--- config.mk ---
export PLATFORM = sky130hd
export DESIGN_NAME = lsu_ctrl_flat
export DESIGN_NICKNAME = d
export VERILOG_FILES = /design/src/rtl/lsu_pkg.sv /design/src/rtl/lsu_ctrl_if.sv /design/src/rtl/lsu_lane_align.sv /design/src/rtl/lsu_ctrl.sv /design/src/flat_wrapper.sv
export SDC_FILE = /design/constraint.sdc
export NUM_CORES = 1
export LEC_CHECK = 0
export CORE_MARGIN = 2
export CORE_UTILIZATION = 45
export CTS_BUF_LIST = sky130_fd_sc_hd__clkbuf_8
export DETAILED_ROUTE_END_ITERATION = 7
export GPL_TIMING_DRIVEN = 1
export HOLD_SLACK_MARGIN = 0.15
export PLACE_DENSITY = 0.79
export SLEW_MARGIN = 25
export SYNTH_ARGS = -nofsm -noshare
export SYNTH_HDL_FRONTEND = slang
export SYNTH_SLANG_ARGS = --single-unit
--- constraint.sdc ---
create_clock -name clk -period 2.85 [get_ports clk]
set_input_delay 0.285 -clock clk [delete_from_list [all_inputs] [get_ports clk]]
set_output_delay 0.285 -clock clk [all_outputs]
set_load 0.005 [all_outputs]
--- src/rtl/lsu_pkg.sv ---
// ============================================================================
// Module  : lsu_pkg
// Brief   : Shared funct3 codes, FSM and access-size types for the LSU.
// Revision: 1.0 - initial release
// ============================================================================
`default_nettype none

package lsu_pkg;

  localparam logic [2:0] F3_B  = 3'b000;
  localparam logic [2:0] F3_H  = 3'b001;
  localparam logic [2:0] F3_W  = 3'b010;
  localparam logic [2:0] F3_BU = 3'b100;
  localparam logic [2:0] F3_HU = 3'b101;

  typedef enum logic [0:0] {
    IDLE  = 1'b0,
    MERGE = 1'b1
  } lsu_state_t;

  typedef enum logic [1:0] {
    SZ_B = 2'd0,
    SZ_H = 2'd1,
    SZ_W = 2'd2
  } lsu_size_t;

  // funct3[1:0] carries the access size; funct3[2] only selects zero-extension.
  function automatic lsu_size_t f3_size(input logic [2:0] f3);
    case (f3[1:0])
      2'b00:   return SZ_B;
      2'b01:   return SZ_H;
      default: return SZ_W;
    endcase
  endfunction

endpackage

`default_nettype wire

--- src/rtl/lsu_ctrl_if.sv ---
// ============================================================================
// Module  : lsu_ctrl_if
// Brief   : Pipeline request/response and DMEM port bundle for lsu_ctrl.
// Revision: 1.0 - initial release
// ============================================================================
`default_nettype none

interface lsu_ctrl_if #(
  parameter int XLEN = 32
);

  logic            req_valid;
  logic            req_ready;
  logic            req_load;
  logic            req_store;
  logic [2:0]      req_funct3;
  logic [XLEN-1:0] req_addr;
  logic [XLEN-1:0] req_wdata;

  logic            rsp_valid;
  logic [XLEN-1:0] rsp_rdata;
  logic            rsp_misalign;
  logic            rsp_fault;
  logic            rsp_illegal;

  logic            dmem_MemRead;
  logic            dmem_MemWrite;
  logic [XLEN-1:0] dmem_addr;
  logic [XLEN-1:0] dmem_WriteData;
  logic [XLEN-1:0] dmem_ReadData;

  // Environment side: pipeline requester plus the DMEM read port.
  modport master (
    output req_valid, req_load, req_store, req_funct3, req_addr, req_wdata,
    output dmem_ReadData,
    input  req_ready,
    input  rsp_valid, rsp_rdata, rsp_misalign, rsp_fault, rsp_illegal,
    input  dmem_MemRead, dmem_MemWrite, dmem_addr, dmem_WriteData
  );

  // LSU side.
  modport slave (
    input  req_valid, req_load, req_store, req_funct3, req_addr, req_wdata,
    input  dmem_ReadData,
    output req_ready,
    output rsp_valid, rsp_rdata, rsp_misalign, rsp_fault, rsp_illegal,
    output dmem_MemRead, dmem_MemWrite, dmem_addr, dmem_WriteData
  );

endinterface

`default_nettype wire

--- src/rtl/lsu_lane_align.sv ---
// ============================================================================
// Module  : lsu_lane_align
// Brief   : Combinational byte/halfword lane extract+extend and store merge.
// Revision: 1.0 - initial release
// ============================================================================
`default_nettype none

module lsu_lane_align
  import lsu_pkg::*;
#(
  parameter int XLEN = 32
) (
  input  wire logic [XLEN-1:0] rword_i,
  input  wire logic [1:0]      off_i,
  input  wire lsu_size_t       size_i,
  input  wire logic            unsigned_i,
  input  wire logic [XLEN-1:0] wdata_i,
  output logic      [XLEN-1:0] load_o,
  output logic      [XLEN-1:0] merge_o
);

  logic [7:0]  w_byte;
  logic [15:0] w_half;
  logic [4:0]  w_bsel;
  logic [4:0]  w_hsel;

  assign w_bsel = {off_i, 3'b000};
  assign w_hsel = {off_i[1], 4'b0000};

  always_comb begin
    w_byte = rword_i[w_bsel +: 8];
    w_half = rword_i[w_hsel +: 16];
    load_o = rword_i;
    case (size_i)
      SZ_B:    load_o = {{(XLEN-8){w_byte[7] & ~unsigned_i}}, w_byte};
      SZ_H:    load_o = {{(XLEN-16){w_half[15] & ~unsigned_i}}, w_half};
      default: load_o = rword_i;
    endcase
  end

  // Halfword lane is picked by off_i[1] alone; alignment is guaranteed upstream.
  always_comb begin
    merge_o = rword_i;
    case (size_i)
      SZ_B:    merge_o[w_bsel +: 8]  = wdata_i[7:0];
      SZ_H:    merge_o[w_hsel +: 16] = wdata_i[15:0];
      default: merge_o = wdata_i;
    endcase
  end

endmodule

`default_nettype wire

--- src/rtl/lsu_ctrl.sv ---
// ============================================================================
// Module  : lsu_ctrl
// Brief   : Load/store unit: classify, access word-only DMEM, RMW for SB/SH.
// Revision: 1.0 - initial release
// ============================================================================
`default_nettype none

module lsu_ctrl
  import lsu_pkg::*;
#(
  parameter int              XLEN       = 32,
  parameter int              DMEM_WORDS = 256,
  parameter logic [XLEN-1:0] DMEM_BASE  = '0
) (
  input wire logic  clk,
  input wire logic  rst,
  lsu_ctrl_if.slave bus
);

  localparam logic [XLEN-1:0] c_words = XLEN'(DMEM_WORDS);

  lsu_state_t      state_q, state_d;
  logic            rsp_valid_q, rsp_valid_d;
  logic [XLEN-1:0] rsp_rdata_q, rsp_rdata_d;
  logic            mis_q, mis_d;
  logic            fault_q, fault_d;
  logic            ill_q, ill_d;
  logic [XLEN-1:0] addr_q, addr_d;
  logic [1:0]      off_q, off_d;
  lsu_size_t       size_q, size_d;
  logic [XLEN-1:0] wdata_q, wdata_d;
  logic [XLEN-1:0] word_q, word_d;

  lsu_size_t       w_size;
  logic            w_ld_f3_ok;
  logic            w_st_f3_ok;
  logic            w_illegal;
  logic            w_misalign;
  logic            w_fault;
  logic [XLEN-1:0] w_rel;
  logic [XLEN-1:0] w_waddr;
  logic            w_accept;

  logic            w_req_ready;
  logic            w_mem_read;
  logic            w_mem_write;
  logic [XLEN-1:0] w_mem_addr;
  logic [XLEN-1:0] w_mem_wdata;

  logic [XLEN-1:0] w_la_word;
  logic [1:0]      w_la_off;
  lsu_size_t       w_la_size;
  logic            w_la_unsigned;
  logic [XLEN-1:0] w_la_wdata;
  logic [XLEN-1:0] w_load;
  logic [XLEN-1:0] w_merge;

  // Request classification.
  assign w_size     = f3_size(bus.req_funct3);
  assign w_ld_f3_ok = bus.req_funct3 inside {F3_B, F3_H, F3_W, F3_BU, F3_HU};
  assign w_st_f3_ok = bus.req_funct3 inside {F3_B, F3_H, F3_W};
  assign w_illegal  = (bus.req_load == bus.req_store)
                    | (bus.req_load  & ~w_ld_f3_ok)
                    | (bus.req_store & ~w_st_f3_ok);
  assign w_misalign = ((w_size == SZ_H) & bus.req_addr[0])
                    | ((w_size == SZ_W) & (bus.req_addr[1:0] != 2'b00));
  // Unsigned wrap makes addresses below DMEM_BASE land far above the window.
  assign w_rel      = bus.req_addr - DMEM_BASE;
  assign w_fault    = (w_rel >> 2) >= c_words;
  assign w_waddr    = {bus.req_addr[XLEN-1:2], 2'b00};
  assign w_accept   = (state_q == IDLE) & bus.req_valid & ~rst;

  // One aligner serves the live load path in IDLE and the latched merge in MERGE.
  assign w_la_word     = (state_q == MERGE) ? word_q  : bus.dmem_ReadData;
  assign w_la_off      = (state_q == MERGE) ? off_q   : bus.req_addr[1:0];
  assign w_la_size     = (state_q == MERGE) ? size_q  : w_size;
  assign w_la_unsigned = bus.req_funct3[2];
  assign w_la_wdata    = (state_q == MERGE) ? wdata_q : bus.req_wdata;

  lsu_lane_align #(
    .XLEN (XLEN)
  ) u_lane_align (
    .rword_i    (w_la_word),
    .off_i      (w_la_off),
    .size_i     (w_la_size),
    .unsigned_i (w_la_unsigned),
    .wdata_i    (w_la_wdata),
    .load_o     (w_load),
    .merge_o    (w_merge)
  );

  always_comb begin
    state_d     = state_q;
    rsp_valid_d = 1'b0;
    rsp_rdata_d = '0;
    mis_d       = 1'b0;
    fault_d     = 1'b0;
    ill_d       = 1'b0;
    addr_d      = addr_q;
    off_d       = off_q;
    size_d      = size_q;
    wdata_d     = wdata_q;
    word_d      = word_q;
    w_req_ready = 1'b0;
    w_mem_read  = 1'b0;
    w_mem_write = 1'b0;
    w_mem_addr  = '0;
    w_mem_wdata = '0;

    case (state_q)
      IDLE: begin
        w_req_ready = 1'b1;
        if (w_accept) begin
          rsp_valid_d = 1'b1;
          if (w_illegal) begin
            ill_d = 1'b1;
          end else if (w_misalign) begin
            mis_d = 1'b1;
          end else if (w_fault) begin
            fault_d = 1'b1;
          end else if (bus.req_load) begin
            w_mem_read  = 1'b1;
            w_mem_addr  = w_waddr;
            rsp_rdata_d = w_load;
          end else if (w_size == SZ_W) begin
            w_mem_write = 1'b1;
            w_mem_addr  = w_waddr;
            w_mem_wdata = bus.req_wdata;
          end else begin
            // Sub-word store: read the word now, write the merged word next cycle.
            w_mem_read  = 1'b1;
            w_mem_addr  = w_waddr;
            rsp_valid_d = 1'b0;
            addr_d      = w_waddr;
            off_d       = bus.req_addr[1:0];
            size_d      = w_size;
            wdata_d     = bus.req_wdata;
            word_d      = bus.dmem_ReadData;
            state_d     = MERGE;
          end
        end
      end

      MERGE: begin
        if (!rst) begin
          w_mem_write = 1'b1;
          w_mem_addr  = addr_q;
          w_mem_wdata = w_merge;
          rsp_valid_d = 1'b1;
        end
        state_d = IDLE;
      end

      default: state_d = IDLE;
    endcase
  end

  always_ff @(posedge clk) begin
    if (rst) begin
      state_q     <= IDLE;
      rsp_valid_q <= 1'b0;
      rsp_rdata_q <= '0;
      mis_q       <= 1'b0;
      fault_q     <= 1'b0;
      ill_q       <= 1'b0;
      addr_q      <= '0;
      off_q       <= 2'b00;
      size_q      <= SZ_B;
      wdata_q     <= '0;
      word_q      <= '0;
    end else begin
      state_q     <= state_d;
      rsp_valid_q <= rsp_valid_d;
      rsp_rdata_q <= rsp_rdata_d;
      mis_q       <= mis_d;
      fault_q     <= fault_d;
      ill_q       <= ill_d;
      addr_q      <= addr_d;
      off_q       <= off_d;
      size_q      <= size_d;
      wdata_q     <= wdata_d;
      word_q      <= word_d;
    end
  end

  assign bus.req_ready      = w_req_ready;
  assign bus.rsp_valid      = rsp_valid_q;
  assign bus.rsp_rdata      = rsp_rdata_q;
  assign bus.rsp_misalign   = mis_q;
  assign bus.rsp_fault      = fault_q;
  assign bus.rsp_illegal    = ill_q;
  assign bus.dmem_MemRead   = w_mem_read;
  assign bus.dmem_MemWrite  = w_mem_write;
  assign bus.dmem_addr      = w_mem_addr;
  assign bus.dmem_WriteData = w_mem_wdata;

endmodule

`default_nettype wire
--- src/flat_wrapper.sv ---
// flat-port wrapper written by rule: the top's interface ports become plain ports
module lsu_ctrl_flat import lsu_pkg::*;
#(
  parameter int              XLEN       = 32,
  parameter int              DMEM_WORDS = 256,
  parameter logic [XLEN-1:0] DMEM_BASE  = '0
)
  (clk, rst, bus_req_valid, bus_req_load, bus_req_store, bus_req_funct3, bus_req_addr, bus_req_wdata, bus_dmem_ReadData, bus_req_ready, bus_rsp_valid, bus_rsp_rdata, bus_rsp_misalign, bus_rsp_fault, bus_rsp_illegal, bus_dmem_MemRead, bus_dmem_MemWrite, bus_dmem_addr, bus_dmem_WriteData);
  lsu_ctrl_if #(.XLEN(XLEN)) bus_i ();
  input wire logic clk;
  input wire logic rst;
  input wire logic [$bits(bus_i.req_valid)-1:0] bus_req_valid;
  input wire logic [$bits(bus_i.req_load)-1:0] bus_req_load;
  input wire logic [$bits(bus_i.req_store)-1:0] bus_req_store;
  input wire logic [$bits(bus_i.req_funct3)-1:0] bus_req_funct3;
  input wire logic [$bits(bus_i.req_addr)-1:0] bus_req_addr;
  input wire logic [$bits(bus_i.req_wdata)-1:0] bus_req_wdata;
  input wire logic [$bits(bus_i.dmem_ReadData)-1:0] bus_dmem_ReadData;
  output wire logic [$bits(bus_i.req_ready)-1:0] bus_req_ready;
  output wire logic [$bits(bus_i.rsp_valid)-1:0] bus_rsp_valid;
  output wire logic [$bits(bus_i.rsp_rdata)-1:0] bus_rsp_rdata;
  output wire logic [$bits(bus_i.rsp_misalign)-1:0] bus_rsp_misalign;
  output wire logic [$bits(bus_i.rsp_fault)-1:0] bus_rsp_fault;
  output wire logic [$bits(bus_i.rsp_illegal)-1:0] bus_rsp_illegal;
  output wire logic [$bits(bus_i.dmem_MemRead)-1:0] bus_dmem_MemRead;
  output wire logic [$bits(bus_i.dmem_MemWrite)-1:0] bus_dmem_MemWrite;
  output wire logic [$bits(bus_i.dmem_addr)-1:0] bus_dmem_addr;
  output wire logic [$bits(bus_i.dmem_WriteData)-1:0] bus_dmem_WriteData;
  assign bus_i.req_valid = bus_req_valid;
  assign bus_i.req_load = bus_req_load;
  assign bus_i.req_store = bus_req_store;
  assign bus_i.req_funct3 = bus_req_funct3;
  assign bus_i.req_addr = bus_req_addr;
  assign bus_i.req_wdata = bus_req_wdata;
  assign bus_i.dmem_ReadData = bus_dmem_ReadData;
  assign bus_req_ready = bus_i.req_ready;
  assign bus_rsp_valid = bus_i.rsp_valid;
  assign bus_rsp_rdata = bus_i.rsp_rdata;
  assign bus_rsp_misalign = bus_i.rsp_misalign;
  assign bus_rsp_fault = bus_i.rsp_fault;
  assign bus_rsp_illegal = bus_i.rsp_illegal;
  assign bus_dmem_MemRead = bus_i.dmem_MemRead;
  assign bus_dmem_MemWrite = bus_i.dmem_MemWrite;
  assign bus_dmem_addr = bus_i.dmem_addr;
  assign bus_dmem_WriteData = bus_i.dmem_WriteData;
  lsu_ctrl #(.XLEN(XLEN), .DMEM_WORDS(DMEM_WORDS), .DMEM_BASE(DMEM_BASE)) u_core (.clk(clk), .rst(rst), .bus(bus_i));
endmodule
==> run summary, run 1 <==
The run finished, with violations left. The final reports fail on negative setup slack. The path class of the lowest-slack min-delay path was input pin to register.

In this run, CTS created clock tree buffers numbering 17. For the worst setup path, the data required time is 2570 ps. The via count of the first global-routing pass was 7886. Headroom to the max-slew limit came out at 48.30%. In this run the vertical extent of the chip is 130.7 um. Yosys printed 0 warnings. The run gives 0 as the number of max-slew violations in the final report. The average vias per placed instance was 6.056; the detailed-router iteration count before antenna repair was 6.

The sequential fraction of the synthesis area is 37.41%, and the via count is 8406. Summing all non-filler instances in the final layout gives an area of 11150 um^2. STA classifies the critical path startpoint as a register.

Max-cap violations in this run came to 0. The H-tree was split into 4 levels. The logs give 0 for the final hold violation count and -182.6 ps for the setup slack after layout. At the end of the flow the core is filled with cells to 70.70%. In this run the power spent charging and discharging nets is 0.001102 W. For the routability congestion estimate from global placement, the log shows 1.012. The count of input and output buffers was 204. The count of state elements after synthesis is 135, and the switching share of total power is 27.38%. The portion of total power attributed to sequential cells is 46.9%, and the maximum VDD drop is 0.3224 mV. The internal portion of the total power is 0.002923 W.

Core area: 15770 um^2. The tools report the post-detailed-placement half-perimeter wirelength as 19520 um. The floorplan step defined a die boundary enclosing 17080 um^2. The buffer levels on the longest clock path was 2; the cell row count was 46. Number of antenna violations at the first check in global routing: 1. The die width is 130.7 um, and the number of clock sinks is 135. The tools report the number of library cell types mapped by synthesis as 56.

Combinational logic burns 16.6% of the power. The standby leakage power was 4.469 nW; the number of standard cells in the layout, taps in and fillers out was 1388. The multi-input gate area in the final layout was 4412 um^2; the share of layout cells above drive strength 1 was 23.14%.

The run gives 2750 ps as the critical path arrival. Setup violations remaining at the end of the flow were counted as 9. TritonCTS built the clock tree.

Setup repair after global routing could not meet its margin everywhere. The tree is rooted in a sky130_fd_sc_hd__clkbuf_8. For this configuration, the core starts out at a cell density of 45.81%. The area used by sequential logic in the layout is 2708 um^2. For this run, the total global-route usage over all layers was measured as 32.45%. The final wirelength was 28680 um.

Clock transition time at the flip-flop clock pins of the worst setup and hold paths: 90 ps. The kind of end point of the critical path is an output pin. The total of fill cells in the finished design is 1235. The total placed instance area is 10010 um^2. Summed over all failing endpoints, the final setup total negative slack is -235.7 ps. In the final routed layout, each cell accounts on average for 20.66 um. Maximum fanout along the worst path: 6.

For the final database, setup skew stands at 16.24 ps. The count of unresolved DRC violations after routing was 0; the cell total after placement was 1315. The critical path is of the register to output pin type. At the later pin of the worst-skew pair, clock insertion delay measures 470 ps. The first global-routing pass estimated 42380 um of wire. Entering global routing, the biggest net connects 77 pins. In this run the power density over the cells is 361.0 nW/um^2.

The number of synthesized flops with an enable pin works out to 0. The tools report the number of ports placed on the die boundary as 207. The final layout contains 1267 nets. The achievable clock frequency was 0.3298 GHz; the total overflow reported by the global router was 0. Minimum hold slack: 219.6 ps. The flip-flop cell with the highest count after synthesis is sky130_fd_sc_hd__dfxtp_1.

Relative to the synthesized area, the layout overhead comes to 54.33%. After the first detailed-routing iteration, the DRC count stood at 1058. The average instance in the mapped netlist occupies 8.238 um^2. In this run the cell area of the synthesized design comes to 7224 um^2. The final antenna-violating net count is 0. At the pin with the least slew margin, the transition time is 775.5 ps. After synthesis, the share of flip-flops with an asynchronous set or reset is 0%. The minimum period implied by the final worst setup slack was 3033 ps. In the finished design, the share of the clock period the worst path needs comes to 106.4%. The logs give 36.5% for the power share of the clock group and 877 for the synthesized instance count.
synth_stat cells (all sizes together), types with 2 or more instances:
master,number,share of area [%]
dfxtp,135,37
a21oi,105,7.3
nand3,97,6.7
o21ai,95,6.6
clkbuf,51,2.6
mux2i,50,7.1
and2,47,4.1
nand2,42,2.2
buf,35,3.0
o22ai,32,2.8
nor2,18,0.94
a222oi,15,2.1
a22o,14,1.7
mux2,14,2.2
inv,12,0.62
nor2b,12,1.0
or2,12,1.0
o21a,9,0.94
a211oi,7,0.73
a21o,7,0.73
a221o,6,0.83
nor3b,6,0.62
nor4,6,0.52
o211ai,6,0.62
ha,5,0.87
nor3,4,0.28
a221oi,3,0.36
nand2b,3,0.26
a2bb2oi,2,0.24
and3,2,0.17
mux4,2,0.62
nand4,2,0.17
o221a,2,0.31
o311a,2,0.28
o311ai,2,0.24
or3,2,0.17
or4b,2,0.33
power groups by stage:
stage / registers (W) / logic (W) / clock network [W]
final: 0.00189 / 0.000670 / 0.00147
after global routing: 0.00189 / 0.000698 / 0.00155
after CTS: 0.00189 / 0.000623 / 0.00147
after detailed placement: 0.00193 / 0.000577 / 0
after global placement: 0.00193 / 0.000575 / 0
after floorplan: 0.00193 / 0.000233 / 0
cells by family after synthesis:
kind of cell             after synthesis  synth area share, %
multiplexers                          66                9.906
AND/OR/NAND/NOR                      258                18.95
AO/OA/AOI/OAI                        313                26.46
XOR/XNOR                               1               0.1213
adder cells (fa/ha/maj)                5               0.8660
buffers and inverters                 98                6.235
other                                  1              0.05191
flip-flops                           135                37.41
timing repair:
| action | in CTS | in global routing |
|---|---|---|
| hold endpoints to repair | 3 | 0 |
| gates cloned | 3 | 2 |
| hold buffers | 1 | 0 |
| buffers inserted | 19 | 17 |
| endpoints found under the setup margin | 46 | 60 |
| pin swaps | 19 | 30 |
| gates resized for setup | 91 | 68 |
layer usage:
layer  GRT usage [%]  wire [um]  vias to the layer above
met5               0          0                        -
met4           16.21       1406                        0
met3           11.36       3268                      118
met2           52.57      13230                      564
met1           38.33      10770                     3927
li1                -          -                     3797
final timing paths:
kind                     startpoint                      to  slack, ps  cells after the start
hold / removal                  rst  u_core.bus.rsp_illegal        220                      4
setup reg to reg     u_core.state_q       u_core.addr_q[23]        510                     10
hold reg to reg   u_core.addr_q[10]       u_core.addr_q[10]        460                      1
setup / recovery     u_core.state_q  bus_dmem_WriteData[31]       -180                      9
layout make-up:
cell class              count  share of cell area, %
diodes                      1                0.02244
clock buffers              19                  2.345
clock inverters            13                 0.8304
inverters                  12                 0.4601
multi-input cells         645                  39.57
flip-flops and latches    135                  24.28
well taps                 216                  2.424
repair buffers            347                  30.06
layout by cell type (no fill, tap or decap), types with 15 or more instances in the layout:
cell,count
sky130_fd_sc_hd__a21oi_1,102
sky130_fd_sc_hd__a222oi_1,15
sky130_fd_sc_hd__and2_1,46
sky130_fd_sc_hd__buf_4,118
sky130_fd_sc_hd__clkbuf_8,19
sky130_fd_sc_hd__clkdlybuf4s50_1,158
sky130_fd_sc_hd__dfxtp_1,133
sky130_fd_sc_hd__mux2i_1,45
sky130_fd_sc_hd__nand2_1,40
sky130_fd_sc_hd__nand3_1,95
sky130_fd_sc_hd__o21ai_0,62
sky130_fd_sc_hd__o21ai_1,33
sky130_fd_sc_hd__o22ai_1,27
worst max-delay path, stage by stage, from the launching register on:
cell and delay [ps]:
sky130_fd_sc_hd__dfxtp_4 410, sky130_fd_sc_hd__mux2i_4 260, sky130_fd_sc_hd__buf_12 160, sky130_fd_sc_hd__ha_4 220, sky130_fd_sc_hd__nor2_2 170, sky130_fd_sc_hd__nand3_4 150, sky130_fd_sc_hd__o22ai_2 210, sky130_fd_sc_hd__a222oi_1 100
sky130_fd_sc_hd__nand2_1 90, sky130_fd_sc_hd__clkdlybuf4s50_1 510
registers in the layout, indices dropped and copies added (netlist names):
name	flops
u_core.bus.rsp_rdata	32
u_core.wdata_q	32
u_core.word_q	32
u_core.addr_q	30
u_core.off_q	2
u_core.size_q	2
u_core.bus.rsp_fault	1
u_core.bus.rsp_illegal	1
u_core.bus.rsp_misalign	1
u_core.bus.rsp_valid	1
u_core.state_q	1
per-stage QoR:
stage,total power [W],setup slack (ps)
2_1_floorplan,0.002165,85.71
3_3_place_gp,0.002506,-247.6
3_5_place_dp,0.002508,-317.5
4_1_cts,0.003983,-187.7
5_1_grt,0.004130,-233.2
6_report,0.004025,-182.6
Note: power is estimated with default switching activity, not from simulation.
==> run 2, diff against run 1 <==
- CAP_MARGIN: unset -> 5
==> results of run 2 <==
Final layout, timing and power as in run 1 (identical DEF).
==> run 3, diff against run 2 <==
- ABC_AREA: unset -> 1
- CAP_MARGIN: 5 -> 30
- PLACE_DENSITY: 0.79 -> 0.76
- SKIP_LAST_GASP: unset -> 1
==> run summary, run 3 <==
The total power is 0.004296 W (+6.7%), and the area share of the largest cell type after synthesis is 30.88% (-6.5 points). The cell family contributing the most delay on the critical path is buffers and inverters. The power density of the placed cells was 357.0 nW/um^2 (-1.1%). The final reports fail on negative setup slack. Number of buffers and inverters on the critical path: 7 (+5). The tools report the data required time at the worst endpoint as 2570 ps (about the same). The mean area per synthesized cell came out at 5.577 um^2 (-32%). The count of unresolved DRC violations after routing was 0 (unchanged).

The die extent in y was 143.5 um (+9.8%). The total overflow reported by the global router came out at 0 (unchanged). The number of levels in the clock H-tree is 4 (unchanged).

The number of standard cells in the layout, taps in and fillers out came out at 2081 (+50%). The logic depth of the worst path, buffers included is 16 (+7). Largest area contributor in the netlist: sky130_fd_sc_hd__dfxtp_1. The tools report the cell total after placement as 2036 (+55%).

The worst setup path is captured at an output pin. The run gives 62.43% (-8.3 points) as the fraction of the core area covered by cells at the end of the flow. The via count of the first global-routing pass came out at 9156 (+16%). For the initial cell density of the core, the log shows 45.41% (-0.40 points). The final count of negative-setup-slack endpoints came out at 4 (-5).

The tools report the setup slack after layout as -122.5 ps (+60.08 ps). The transition time of the tightest slew-check pin came out at 760.4 ps (-15.05 ps). The maximum VDD drop was 0.2659 mV (-18%). The post-detailed-placement half-perimeter wirelength was 22140 um (+13%). For the number of ports placed on the die boundary, the log shows 207 (unchanged). The critical path goes through inv_4, nand2_1, nand2_2, inv_2, buf_4, ha_2, inv_4, buf_6, buf_6, nand3_1, nor2_2, nor2_1, nand2_1, nand2_1, nand2_1, clkdlybuf4s50_1. The remaining max-slew budget at the tightest pin was 49.30% (+1.0 points); the count of input and output buffers was 204 (unchanged). Minimum period implied by the final worst setup slack: 2973 ps (-60.08 ps).

The detailed-route wire length per cell came out at 14.43 um (-30%). The maximum fanout along the worst path was 6 (unchanged). The tools report the pin count of the biggest net entering global routing as 68 (-12%). For the clock latency on the worst-skew pair, the log shows 460 ps (about the same). For the number of library cell types mapped by synthesis, the log shows 34 (-39%). Setup repair after global routing could not meet its margin everywhere. The share of layout cells above drive strength 1 is 10.74% (-12 points). The hold path depth is 3 (-1). The run finished, with violations left. The average vias per placed instance was 4.884 (-19%). The depth of the worst register-to-register path works out to 11 (+1). The die width was 143.5 um (+9.8%). The tools report the post-synthesis cell area as 8751 um^2 (+21%). The logs give 17 (unchanged) for the number of buffers added by the clock tree synthesis step and -395.2 ps (-159.5 ps) for the aggregate negative setup slack. Critical path arrival: 2690 ps (-60 ps). The cell row count is 51 (+11%). The cell that appears most often on the critical path is sky130_fd_sc_hd__nand2_1.

The standby leakage power is 6.639 nW (+49%), and the async set-or-reset flop fraction in the synthesized netlist is 0% (unchanged). The most used flip-flop cell after synthesis is sky130_fd_sc_hd__dfxtp_1. The count of state elements after synthesis works out to 135 (unchanged).

The startpoint identified for the worst register-to-register timing path is u_core.state_q. In this run the most critical hold path is launched from bus_dmem_ReadData[22]. TritonCTS built the clock tree.

The tools report the number of clock sinks as 135 (unchanged). The core area was 19270 um^2 (+22%). The tools report the detailed-router iteration count before antenna repair as 5 (-1). The run gives 2 (unchanged) as the buffer levels on the longest clock path. The root buffer cell chosen for the clock tree is sky130_fd_sc_hd__clkbuf_8. The worst setup path is launched from a register. The run gives 0 (unchanged) as the number of maximum-capacitance constraint violations. The count of yosys warnings during synthesis was 0 (unchanged); the clock transition time at the flip-flop clock pins of the worst setup and hold paths was 80 ps (about the same). The final worst-path cycle share was 104.3% (-2.1 points). The largest stage delay on the critical path was 490 ps (-20 ps). The worst register-to-register path ends at u_core.bus.rsp_rdata[15]. The final antenna-violating net count was 0 (unchanged); the final wirelength was 30020 um (+4.7%). The run gives 0 (unchanged) as the number of max-slew violations in the final report.

The run gives 0 (-1) as the number of antenna violations at the first check in global routing. In the synthesized netlist, the cells that appear most often are 623 x sky130_fd_sc_hd__nand2_1, 260 x sky130_fd_sc_hd__nor2_1, 194 x sky130_fd_sc_hd__inv_1. The overall global routing resource usage is 29.49% (-3.0 points), and the register-to-register setup slack is 680 ps (+170 ps). sky130_fd_sc_hd__nand2_1 is the most common cell in the netlist. The tools report the number of antenna cells inserted as 0 (-1).

In the layout the commonest cells are 618 x sky130_fd_sc_hd__nand2_1, 254 x sky130_fd_sc_hd__nor2_1, 192 x sky130_fd_sc_hd__inv_1. On the critical path, the stage with the largest delay is an instance of sky130_fd_sc_hd__clkdlybuf4s50_1. The run gives 12.57 ps (-3.670 ps) as the clock tree skew after final layout.

By area the synthesized netlist is led by sky130_fd_sc_hd__dfxtp_1 31%, sky130_fd_sc_hd__nand2_1 27%, sky130_fd_sc_hd__nor2_1 11%. Routability congestion estimate from global placement: 0.9994 (-1.3%). The library cell used most frequently in the layout, excluding fill and tap cells, is sky130_fd_sc_hd__nand2_1.

The via count was 10164 (+21%); the number of synthesized flops with an enable pin was 0 (unchanged). The achievable clock frequency came out at 0.3364 GHz (+2.0%). The run gives 0 (unchanged) as the final hold violation count.

For the sequential fraction of the synthesis area, the log shows 30.88% (-6.5 points). The initial detailed-routing violation count came out at 781 (-26%). The tools report the area of the die as 20580 um^2 (+20%). The worst setup path is of the register to output pin kind. The relative area change from synthesis to final layout came out at 37.49%. The tools report the synthesized instance count as 1569 (+79%). Path class of the lowest-slack min-delay path: input pin to register. The tools report the endpoint of the worst hold path as u_core.word_q[22]. The run gives 47530 um (+12%) as the first-pass GRT wire length. The number of nets in the layout is 1913 (+51%).
## run 3: cell count changes in the layout (fill, tap and decap cells not counted), sizes merged, moves of 14 or more
cell,change
a21oi,-92
a222oi,-15
a22o,-14
and2,-46
buf,-38
clkdlybuf4s50,+18
inv,+184
mux2,-14
mux2i,-50
nand2,+586
nor2,+248
o22ai,-32
## run 3: worst max-delay path by stage
stage	slack [ps]	from	end
2_1_floorplan	330	u_core.state_q	bus_dmem_WriteData[4]
3_3_place_gp	-150	bus_req_addr[0]	bus_dmem_WriteData[23]
3_5_place_dp	-140	bus_req_addr[0]	bus_dmem_WriteData[23]
4_1_cts	-150	u_core.state_q	bus_dmem_WriteData[22]
5_1_grt	-320	u_core.state_q	bus_dmem_WriteData[22]
6_report	-120	u_core.state_q	bus_dmem_WriteData[22]
## run 3: logic make-up (layout without fill, tap and decap cells)
group,count (synthesis),in the layout,synth area share [%]
DFF,135,135,30.88
buffers and inverters,291,537,14.56
and+or+nand+nor,1024,1024,46.97
AOI/OAI and AO/OA,113,113,6.835
adders and majority gates,5,5,0.7149
other,1,2,0.04285
## run 3: area by class of cell
cell class / count / area (um^2)
fillers: 1922 / 7239
well taps: 265 / 331.6
clock buffers: 20 / 275.3
flip-flops and latches: 135 / 2706
clock inverters: 11 / 122.6
inverters: 202 / 770.7
repair buffers: 304 / 2913
multi-input cells: 1144 / 4912
## run 3: stage by stage
| step | worst slack, ps | cell area (um^2) | hold slack [ps] |
|---|---|---|---|
| 2_1_floorplan | 329.7 | 8755 | 419.5 |
| 3_3_place_gp | -154.7 | 11390 | 440.9 |
| 3_5_place_dp | -143.6 | 11390 | 444.3 |
| 4_1_cts | -150.8 | 11890 | 410.1 |
| 5_1_grt | -320.1 | 12030 | 415.9 |
| 6_report | -122.5 | 12030 | 418.5 |
## run 3: routing by layer
| layer | vias up | share of wire, % | global-route usage, % |
|---|---|---|---|
| met5 | - | 0 | 0 |
| met4 | 0 | 2.6 | 9.443 |
| met3 | 53 | 8.2 | 6.198 |
| met2 | 397 | 46 | 48.05 |
| met1 | 4534 | 43 | 39.05 |
| li1 | 5180 | - | - |
## run 3: power breakdown
part	internal, W	switching, W
registers	0.00189	0.000000524
logic	0.000338	0.000429
clock network	0.000842	0.000801
total	0.00307	0.00123
## run 3: worst reg2reg max path, cell delays in order (launching register included)
cell and delay, ps:
sky130_fd_sc_hd__dfxtp_4 400, sky130_fd_sc_hd__inv_4 60, sky130_fd_sc_hd__buf_8 160, sky130_fd_sc_hd__nand2_1 100, sky130_fd_sc_hd__nand2_2 150, sky130_fd_sc_hd__nor2_4 200
sky130_fd_sc_hd__buf_4 220, sky130_fd_sc_hd__buf_4 140, sky130_fd_sc_hd__nand3_2 350, sky130_fd_sc_hd__nand2_1 190, sky130_fd_sc_hd__inv_1 60, sky130_fd_sc_hd__nor2_1 90
## run 3: repair_timing
item,4_1_cts,5_1_grt
buffers inserted,4,9
cloned,1,0
resized for setup,41,51
hold buffers,0,0
endpoints found under the hold margin,0,0
setup endpoints to repair,32,29
pin swaps,10,18
